$ cat src/rtl/blc_core.sv
`default_nettype none
// ============================================================================
//  Module   : blc_core
//  Purpose  : Black level calibration datapath. Subtracts a manual or measured
//             black level (saturating at zero) from a one-pixel-per-beat
//             AXI4-Stream video path. The measured level is the mean of the
//             first 2^CAL_LOG2 pixels of a frame.
//  Revision : 1.0 - initial release
// ============================================================================
module blc_core #(
    parameter int PX_WIDTH    = 10,
    parameter int TDATA_WIDTH = 16,
    parameter int CAL_LOG2    = 10
) (
    input  logic                   clk_i,
    input  logic                   rst_i,
    input  logic                   mode_i,
    input  logic                   cal_stb_i,
    input  logic [31:0]            man_bl_i,
    output logic [31:0]            cur_bl_o,
    output logic                   cal_busy_o,
    input  logic [TDATA_WIDTH-1:0] video_i_tdata,
    input  logic                   video_i_tvalid,
    output logic                   video_i_tready,
    input  logic                   video_i_tuser,
    input  logic                   video_i_tlast,
    output logic [TDATA_WIDTH-1:0] video_o_tdata,
    output logic                   video_o_tvalid,
    input  logic                   video_o_tready,
    output logic                   video_o_tuser,
    output logic                   video_o_tlast
);

    localparam int                c_acc_w   = PX_WIDTH + CAL_LOG2;
    localparam logic [CAL_LOG2:0] c_cnt_one = (CAL_LOG2 + 1)'(1);
    localparam logic [CAL_LOG2:0] c_cal_n   = c_cnt_one << CAL_LOG2;

    typedef enum logic [1:0] {
        S_IDLE     = 2'd0,
        S_WAIT_SOF = 2'd1,
        S_ACC      = 2'd2,
        S_DONE     = 2'd3
    } state_t;

    state_t                   r_state;
    state_t                   w_state_nxt;

    logic                     r_out_valid;
    logic [TDATA_WIDTH-1:0]   r_out_data;
    logic                     r_out_user;
    logic                     r_out_last;
    logic [PX_WIDTH-1:0]      r_applied_bl;
    logic [PX_WIDTH-1:0]      r_cal_bl;
    logic [c_acc_w-1:0]       r_acc;
    logic [CAL_LOG2:0]        r_cnt;

    logic                     w_in_ready;
    logic                     w_in_hs;
    logic                     w_sof_hs;
    logic [PX_WIDTH-1:0]      w_px;
    logic [PX_WIDTH-1:0]      w_target_bl;
    logic [PX_WIDTH-1:0]      w_bl;
    logic [PX_WIDTH:0]        w_diff;
    logic [PX_WIDTH-1:0]      w_corr;
    logic                     w_acc_load;
    logic                     w_acc_add;
    logic [CAL_LOG2:0]        w_cnt_nxt;
    logic [c_acc_w-1:0]       w_acc_nxt;
    logic                     w_unused_bits;

    assign w_in_ready  = !r_out_valid || video_o_tready;
    assign w_in_hs     = video_i_tvalid && w_in_ready;
    assign w_sof_hs    = w_in_hs && video_i_tuser;
    assign w_px        = video_i_tdata[PX_WIDTH-1:0];
    assign w_target_bl = mode_i ? r_cal_bl : man_bl_i[PX_WIDTH-1:0];

    // The SOF beat already sees the newly selected level.
    assign w_bl   = w_sof_hs ? w_target_bl : r_applied_bl;
    assign w_diff = {1'b0, w_px} - {1'b0, w_bl};
    assign w_corr = w_diff[PX_WIDTH] ? '0 : w_diff[PX_WIDTH-1:0];

    assign w_unused_bits = ^{man_bl_i, video_i_tdata};

    // ------------------------------------------------------------------------
    // Output register stage
    // ------------------------------------------------------------------------
    always_ff @(posedge clk_i) begin
        if (rst_i) begin
            r_out_valid  <= 1'b0;
            r_out_data   <= '0;
            r_out_user   <= 1'b0;
            r_out_last   <= 1'b0;
            r_applied_bl <= '0;
        end else begin
            if (w_in_hs) begin
                r_out_valid <= 1'b1;
                r_out_data  <= TDATA_WIDTH'(w_corr);
                r_out_user  <= video_i_tuser;
                r_out_last  <= video_i_tlast;
            end else if (video_o_tready) begin
                r_out_valid <= 1'b0;
            end
            if (w_sof_hs) begin
                r_applied_bl <= w_target_bl;
            end
        end
    end

    // ------------------------------------------------------------------------
    // Calibration FSM
    // ------------------------------------------------------------------------
    always_ff @(posedge clk_i) begin
        if (rst_i) begin
            r_state <= S_IDLE;
        end else begin
            r_state <= w_state_nxt;
        end
    end

    always_comb begin
        w_state_nxt = r_state;
        w_acc_load  = 1'b0;
        w_acc_add   = 1'b0;
        case (r_state)
            S_IDLE: begin
                if (cal_stb_i) begin
                    w_state_nxt = S_WAIT_SOF;
                end
            end
            S_WAIT_SOF: begin
                if (w_sof_hs) begin
                    w_acc_load  = 1'b1;
                    w_state_nxt = S_ACC;
                end
            end
            S_ACC: begin
                // A new SOF inside the window means the frame was too short.
                if (w_sof_hs) begin
                    w_acc_load = 1'b1;
                end else if (w_in_hs) begin
                    w_acc_add = 1'b1;
                end
            end
            S_DONE: begin
                w_state_nxt = S_IDLE;
            end
            default: begin
                w_state_nxt = S_IDLE;
            end
        endcase

        w_cnt_nxt = w_acc_load ? c_cnt_one : r_cnt + c_cnt_one;
        w_acc_nxt = w_acc_load ? c_acc_w'(w_px) : r_acc + c_acc_w'(w_px);
        if ((w_acc_load || w_acc_add) && (w_cnt_nxt == c_cal_n)) begin
            w_state_nxt = S_DONE;
        end
    end

    always_ff @(posedge clk_i) begin
        if (rst_i) begin
            r_acc    <= '0;
            r_cnt    <= '0;
            r_cal_bl <= '0;
        end else begin
            if (w_acc_load || w_acc_add) begin
                r_acc <= w_acc_nxt;
                r_cnt <= w_cnt_nxt;
            end
            if (r_state == S_DONE) begin
                r_cal_bl <= r_acc[c_acc_w-1:CAL_LOG2];
            end
        end
    end

    assign video_i_tready = w_in_ready;
    assign video_o_tvalid = r_out_valid;
    assign video_o_tdata  = r_out_data;
    assign video_o_tuser  = r_out_user;
    assign video_o_tlast  = r_out_last;
    assign cur_bl_o       = 32'(r_applied_bl);
    assign cal_busy_o     = (r_state != S_IDLE);

endmodule
`default_nettype wire

$ cat config.mk
export PLATFORM = sky130hd
export DESIGN_NAME = blc_core
export DESIGN_NICKNAME = d
export VERILOG_FILES = /design/src/rtl/blc_core.sv
export SDC_FILE = /design/constraint.sdc
export NUM_CORES = 1
export LEC_CHECK = 0
export BUFFER_PORTS_ARGS = -buffer_cell sky130_fd_sc_hd__buf_2
export CAP_MARGIN = 15
export CORE_MARGIN = 2
export CORE_UTILIZATION = 30
export DETAILED_ROUTE_END_ITERATION = 8
export PLACE_DENSITY = 0.57
export SLEW_MARGIN = 20
export SYNTH_ARGS = -nofsm -noshare
export SYNTH_HDL_FRONTEND = slang
export SYNTH_SLANG_ARGS = --single-unit
$ cat constraint.sdc
create_clock -name clk_i -period 8.1 [get_ports clk_i]
set_input_delay 0.405 -clock clk_i [delete_from_list [all_inputs] [get_ports clk_i]]
set_output_delay 0.405 -clock clk_i [all_outputs]
set_load 0.05 [all_outputs]
* Word-level counts from Yosys, hierarchy flattened
Index checks and enable logic that the tools add are counted.
** Word-level totals
- Memory bits (read-only) :: 0
- Memories :: 0
- Bits in writable memories :: 0
- Input bits :: 56
- Register bits after elaboration :: 66
- Bits in latches :: 0
** Cells by class
- Bitwise gates (word level) :: 0
- Reduce and logical (&&, ||, !) cells :: 12
- Add/sub/neg operators :: 3
- Div/mod/pow operators :: 0
- Magnitude comparators :: 0
- Muxes and demuxes :: 16
- $mul :: 0
- Shift operators :: 0
- Eq/ne operators :: 6
** Operators with widths (number)
- 2-to-1 mux 10 bit :: 3
- adder 20 x 10 -> 20 bit :: 1
- 2-to-1 mux 20 bit :: 1
- adder 11 x 1 -> 11 bit (second input constant) :: 1
- equality test 11 bit (second input constant) :: 1
- 2-to-1 mux 11 bit :: 1
- subtractor 10 x 10 -> 11 bit :: 1
- 2-to-1 mux 1 bit :: 7
- 2-to-1 mux 2 bit :: 3
- inequality test 3 bit (second input constant) :: 2
- one-hot mux 2 bit (3 select lines) :: 1
- equality test 2 bit (second input constant) :: 2
- nonzero test 2 bit :: 2
- nonzero test 4 bit :: 1
- logical AND 1 bit :: 3
- AND reduction 3 bit :: 1
- equality test 2 x 1 -> 1 bit (second input constant) :: 1
- logical NOT 2 bit :: 1
- logical OR 1 bit :: 2
- OR reduction 2 bit :: 1
- logical NOT 1 bit :: 1

* Longest topological paths before layout
- Depth in word-level cells :: 11
- Mapped depth :: 15

* Worst setup path before layout
OpenSTA, ideal clock, no wires.
- Kind :: reg2reg
- Start :: register r_out_valid, in the netlist video_o_tvalid
- End :: register r_out_data[8], in the netlist video_o_tdata[8]
- Clock period less this slack :: 3747 ps
- Data arrival time :: 3647 ps
- Cell stages (with the launch flop) :: 16
- Path buffers :: 2
- Path slack :: 4353 ps
- Cells stage by stage :: dfxtp_1 -> nor2b_4 -> clkbuf_8 -> inv_2 -> nand2_1 -> clkbuf_1 -> nor2_1 -> a21oi_1 -> inv_1 -> fa_1 -> or2b_2 -> or4_4 -> nand4_4 -> o22a_2 -> nor2_2 -> a2111oi_4
** Between the ends
- Word-level cells in the longest chain between the ends :: 7
** RTL lines
- start: declaration :: RTL line 48 : logic r_out_valid;
- start signal: assignment :: RTL line 89 : r_out_valid <= 1'b0;
- start signal: assignment :: RTL line 96 : r_out_valid <= 1'b1;
- start signal: assignment :: RTL line 101 : r_out_valid <= 1'b0;
- logical NOT 1 bit :: RTL line 71 : assign w_in_ready = !r_out_valid || video_o_tready;
- logical OR 1 bit :: RTL line 71
- via video_i_tready :: RTL line 24 : output logic video_i_tready,
- logical AND 1 bit :: RTL line 72 : assign w_in_hs = video_i_tvalid && w_in_ready;
- logical AND 1 bit :: RTL line 73 : assign w_sof_hs = w_in_hs && video_i_tuser;
- 2-to-1 mux 10 bit
- via w_bl[1] :: RTL line 62 : logic [PX_WIDTH-1:0] w_bl;
- subtractor 10 x 10 -> 11 bit :: RTL line 79 : assign w_diff = {1'b0, w_px} - {1'b0, w_bl};
- 2-to-1 mux 10 bit :: RTL line 80 : assign w_corr = w_diff[PX_WIDTH] ? '0 : w_diff[PX_WIDTH-1:0];
- end signal: assignment :: RTL line 97 : r_out_data <= TDATA_WIDTH'(w_corr);
- end: declaration :: RTL line 49 : logic [TDATA_WIDTH-1:0] r_out_data;
The timed path passes the listed nets, and every way through them passes these cells.
A chain may end at the register's enable or synchronous reset.

* Worst setup path in the final report
- Start :: register r_out_valid, in the netlist video_o_tvalid
- End :: register r_out_data[8], in the netlist video_o_tdata[8]
** Between the ends
- Word-level cells in the longest chain between the ends :: 7
** RTL lines (RTL line)
- logical NOT 1 bit :: 71
- logical OR 1 bit :: 71
- logical AND 1 bit :: 72
- logical AND 1 bit :: 73
- 2-to-1 mux 10 bit
- via w_bl[1] :: 62
- subtractor 10 x 10 -> 11 bit :: 79
- 2-to-1 mux 10 bit :: 80
The timed path passes the listed nets, and every way through them passes these cells.

==> impl_results.md <==
- Result of the run: finished, final reports clean
- Detailed-route wire length: 10.81 mm
- Ports: 109
- Final WS setup: 4.324 ns
- Synth unique cells: 74
- Layout area overhead: 13.35%
- Summed instance area of the synthesized netlist: 4255 sq um
- Max Root-Sink Buffers: 2
- Maximum frequency from static timing analysis: 264.8 MHz
- Crit-path leading delay family: simple AND/OR/NAND/NOR gates
- Worst vdd rail ir drop: 0.09136 mV
- Reg2reg setup slack: 4.32 ns
- Yosys top cell area share: 31.05%
- Die area: 15150 sq um
- Pwr per Cell Area: 216.4 nW/um^2
- Mean instance size in the synthesized netlist: 8.477 sq um
- CP Buf/Inv Count: 2
- Number of pins with negative max-slew slack in the final report: 0
- Diode insertion count for antenna repair: 0
- Core region area: 13880 sq um
- Pre-CTS setup slack: 4.153 ns
- Critical Path Start: video_o_tvalid$_SDFFE_PP0P_
- Detailed-route wire length per cell: 14.79 um
- Wire length of the first global-routing pass: 17.12 mm
- CTS tree: done
- Worst slew slack as a fraction of its limit: 29.88%
- Final routed DRC violation total: 0
- Final period utilization: 46.62%
- Worst Hold Slack: 0.3158 ns
- Worst Setup Start Kind: register
- Proportion of register bits with asynchronous set or reset after synthesis: 0%
- Total via count after detailed routing: 3684
- Clock input transition at the sequential cells of the worst setup and hold paths: 0.06 ns
- Leakage power summed over all cells: 1.993 nW
- Crit end category: register
- Hold violation total from the final report: 0
- Width of the chip: 123.1 um
- Least-Margin Pin Slew: 1.052 ns
- Worst endpoint data arrival time: 4.01 ns
- Worst path depth: 13
- Count of port buffers added during placement: 52
- Synth warn: 0
- Final global-route overflow total: 0
- Count of cells along the worst register-to-register path: 13
- #FFs+latches synth: 66
- Max H-tree Level: 3
- Later-pin clock latency in the skew report: 0.33 ns
- Cts bufs inserted: 9
- Setup repair after global routing missed its margin: false
- Placer's final routability congestion estimate: 0.8747
- # Max-Cap Violations: 0
- Time the final worst path needs with I/O delays and setup: 3.776 ns
- Maximum number of pins on one net before global-route repair: 55
- Starting density of the core: 30.66%
- Worst flop-to-flop path endpoint: video_o_tdata[8]$_SDFFE_PP0N_
- Req. time, crit path: 8.33 ns
- Number of instances resized during post-cts repair: 0
- Final Net Count: 629
- Worst clock skew: 0.008490 ns
- Routed via count divided by cell count: 5.040
- Height of the chip: 123.1 um
- Instance count of the mapped netlist: 502
- Crit-path max cell delay: 0.48 ns
- Leading register cell type out of synthesis: sky130_fd_sc_hd__dfxtp_1
- Clock tree sinks: 66
- Hold buffer count at cts: 0
- Iteration-0 DRC count of the detailed router: 233
- Fin Setup TNS: 0 ns
- Category of the most critical setup path: reg2reg
- Startpoint of the lowest-slack register-to-register path: video_o_tvalid$_SDFFE_PP0P_
- Worst hold path class: in2reg
- Vias in the first global route: 3418
- Number of iterations in the first detailed-routing pass: 5
- Gr usage total: 14.75%
- Total half-perimeter wirelength after legalization and detailed placement: 8.129 mm
- Antenna violations before repair: 0
- Setup crit end: video_o_tdata[8]$_SDFFE_PP0N_
- Critical path fanouts, max: 20
- Cell Chain, Critical Path: nor2b_4, inv_2, nand2_1, nor2_1, a21oi_1, inv_1, fa_1, or2b_2, or4_4, nand4_4, o22a_2, nor2_2, a2111oi_4
- Top cells by count, synth: 68 x sky130_fd_sc_hd__nor2_1, 66 x sky130_fd_sc_hd__dfxtp_1, 42 x sky130_fd_sc_hd__a21oi_1, 41 x sky130_fd_sc_hd__nand2_1, 29 x sky130_fd_sc_hd__buf_4
- Layout cells sized above 1: 16.52%
- Part of the Yosys area used for sequential elements: 31.05%
- Count of flip-flops with a built-in enable after synthesis: 0
- Cell with the most instances after synthesis: sky130_fd_sc_hd__nor2_1
- Most area-hungry cell type in the Yosys netlist: sky130_fd_sc_hd__dfxtp_1
- Root Driver: sky130_fd_sc_hd__clkbuf_16
- Post-route antenna net violation count: 0
- Floorplan row count: 43
- Biggest area contributors in the synthesized netlist: sky130_fd_sc_hd__dfxtp_1 31%, sky130_fd_sc_hd__ha_1 7.1%, sky130_fd_sc_hd__nor2_1 6.0%
- Critical-path cell with the highest stage delay: sky130_fd_sc_hd__fa_1
- Final setup violation count: 0
- Post-CTS Repair Setup Buffers: 0
==> how the worst min path moves through the flow <==
stage	start	endpoint	cells past startpoint
final	video_i_tlast	video_o_tlast$_SDFFE_PP0N_	3
after global routing	video_i_tlast	video_o_tlast$_SDFFE_PP0N_	3
after CTS	video_i_tlast	video_o_tlast$_SDFFE_PP0N_	3
after detailed placement	video_o_tdata[5]$_SDFFE_PP0N_	video_o_tdata[5]$_SDFFE_PP0N_	2
after global placement	video_o_tlast$_SDFFE_PP0N_	video_o_tlast$_SDFFE_PP0N_	2
after floorplan	r_cnt[10]$_SDFFE_PP0P_	r_cnt[10]$_SDFFE_PP0P_	2
==> worst min-delay path, stage by stage <==
cell and delay [ns]:
sky130_fd_sc_hd__buf_2 0.09, sky130_fd_sc_hd__nand2_1 0.05, sky130_fd_sc_hd__a21oi_1 0.05
==> stage by stage <==
step           std cells  area (sq um)  util, %  power [mW]
3_3_place_gp         716          4529    32.63      0.6533
6_report             731          4823    34.75       1.044
2_1_floorplan        529          4357        -      0.6095
5_1_grt              731          4823    34.75       1.104
3_5_place_dp         716          4529    32.63      0.6600
4_1_cts              731          4823    34.75       1.054
==> state kept, by name, indices dropped and copies added (netlist names) <==
signal / flops
r_cnt: 11
r_state: 2
video_o_tvalid: 1
video_o_tlast: 1
video_o_tdata: 10
r_cal_bl: 10
video_o_tuser: 1
r_acc: 20
r_applied_bl: 10
==> cells by family after synthesis <==
family	after synthesis	share of synthesized area (%)
other cells	1	0.08812
buf+inv	58	8.586
fa+ha+maj	27	8.233
simple gates	183	21.91
compound gates	116	18.88
xor+xnor	29	5.969
mux	22	5.292
flops	66	31.05
==> cells in the final DEF (no fill, tap or decap), types with 6 or more instances in the layout <==
| master | count |
|---|---|
| sky130_fd_sc_hd__nor2_1 | 68 |
| sky130_fd_sc_hd__dfxtp_1 | 66 |
| sky130_fd_sc_hd__buf_2 | 52 |
| sky130_fd_sc_hd__a21oi_1 | 42 |
| sky130_fd_sc_hd__nand2_1 | 41 |
| sky130_fd_sc_hd__conb_1 | 28 |
| sky130_fd_sc_hd__ha_1 | 24 |
| sky130_fd_sc_hd__mux2i_1 | 21 |
| sky130_fd_sc_hd__xnor2_1 | 16 |
| sky130_fd_sc_hd__xor2_1 | 13 |
| sky130_fd_sc_hd__inv_1 | 11 |
| sky130_fd_sc_hd__nor3_1 | 10 |
| sky130_fd_sc_hd__o21ai_0 | 9 |
| sky130_fd_sc_hd__nand3_1 | 9 |
| sky130_fd_sc_hd__clkbuf_16 | 9 |
| sky130_fd_sc_hd__o22ai_1 | 8 |
| sky130_fd_sc_hd__o21a_1 | 7 |
| sky130_fd_sc_hd__a21o_1 | 6 |
| sky130_fd_sc_hd__a211oi_1 | 6 |
==> routing by layer <==
metal	wire length (um)	GRT usage, %	vias up
met4	132	3.693	0
met3	483	4.151	9
met5	0	0	-
met1	5017	18.84	1742
li1	-	-	1830
met2	5178	24.55	103
==> cell type report <==
class	instances	area [sq um]
timing repair buffer	53	267.8
inverter	12	45.04
clock inverter	5	55.05
fill	1458	9057
tap	180	225.2
sequential	66	1321
multi-input combinational	405	2670
clock buffer	10	239.0
==> power breakdown <==
part	switching [mW]	total [mW]	internal, mW
clock network	0.145	0.388	0.244
logic	0.202	0.300	0.0974
registers	0.0127	0.356	0.343
total	0.359	1.04	0.684
Power figures use the tool's default switching activity.
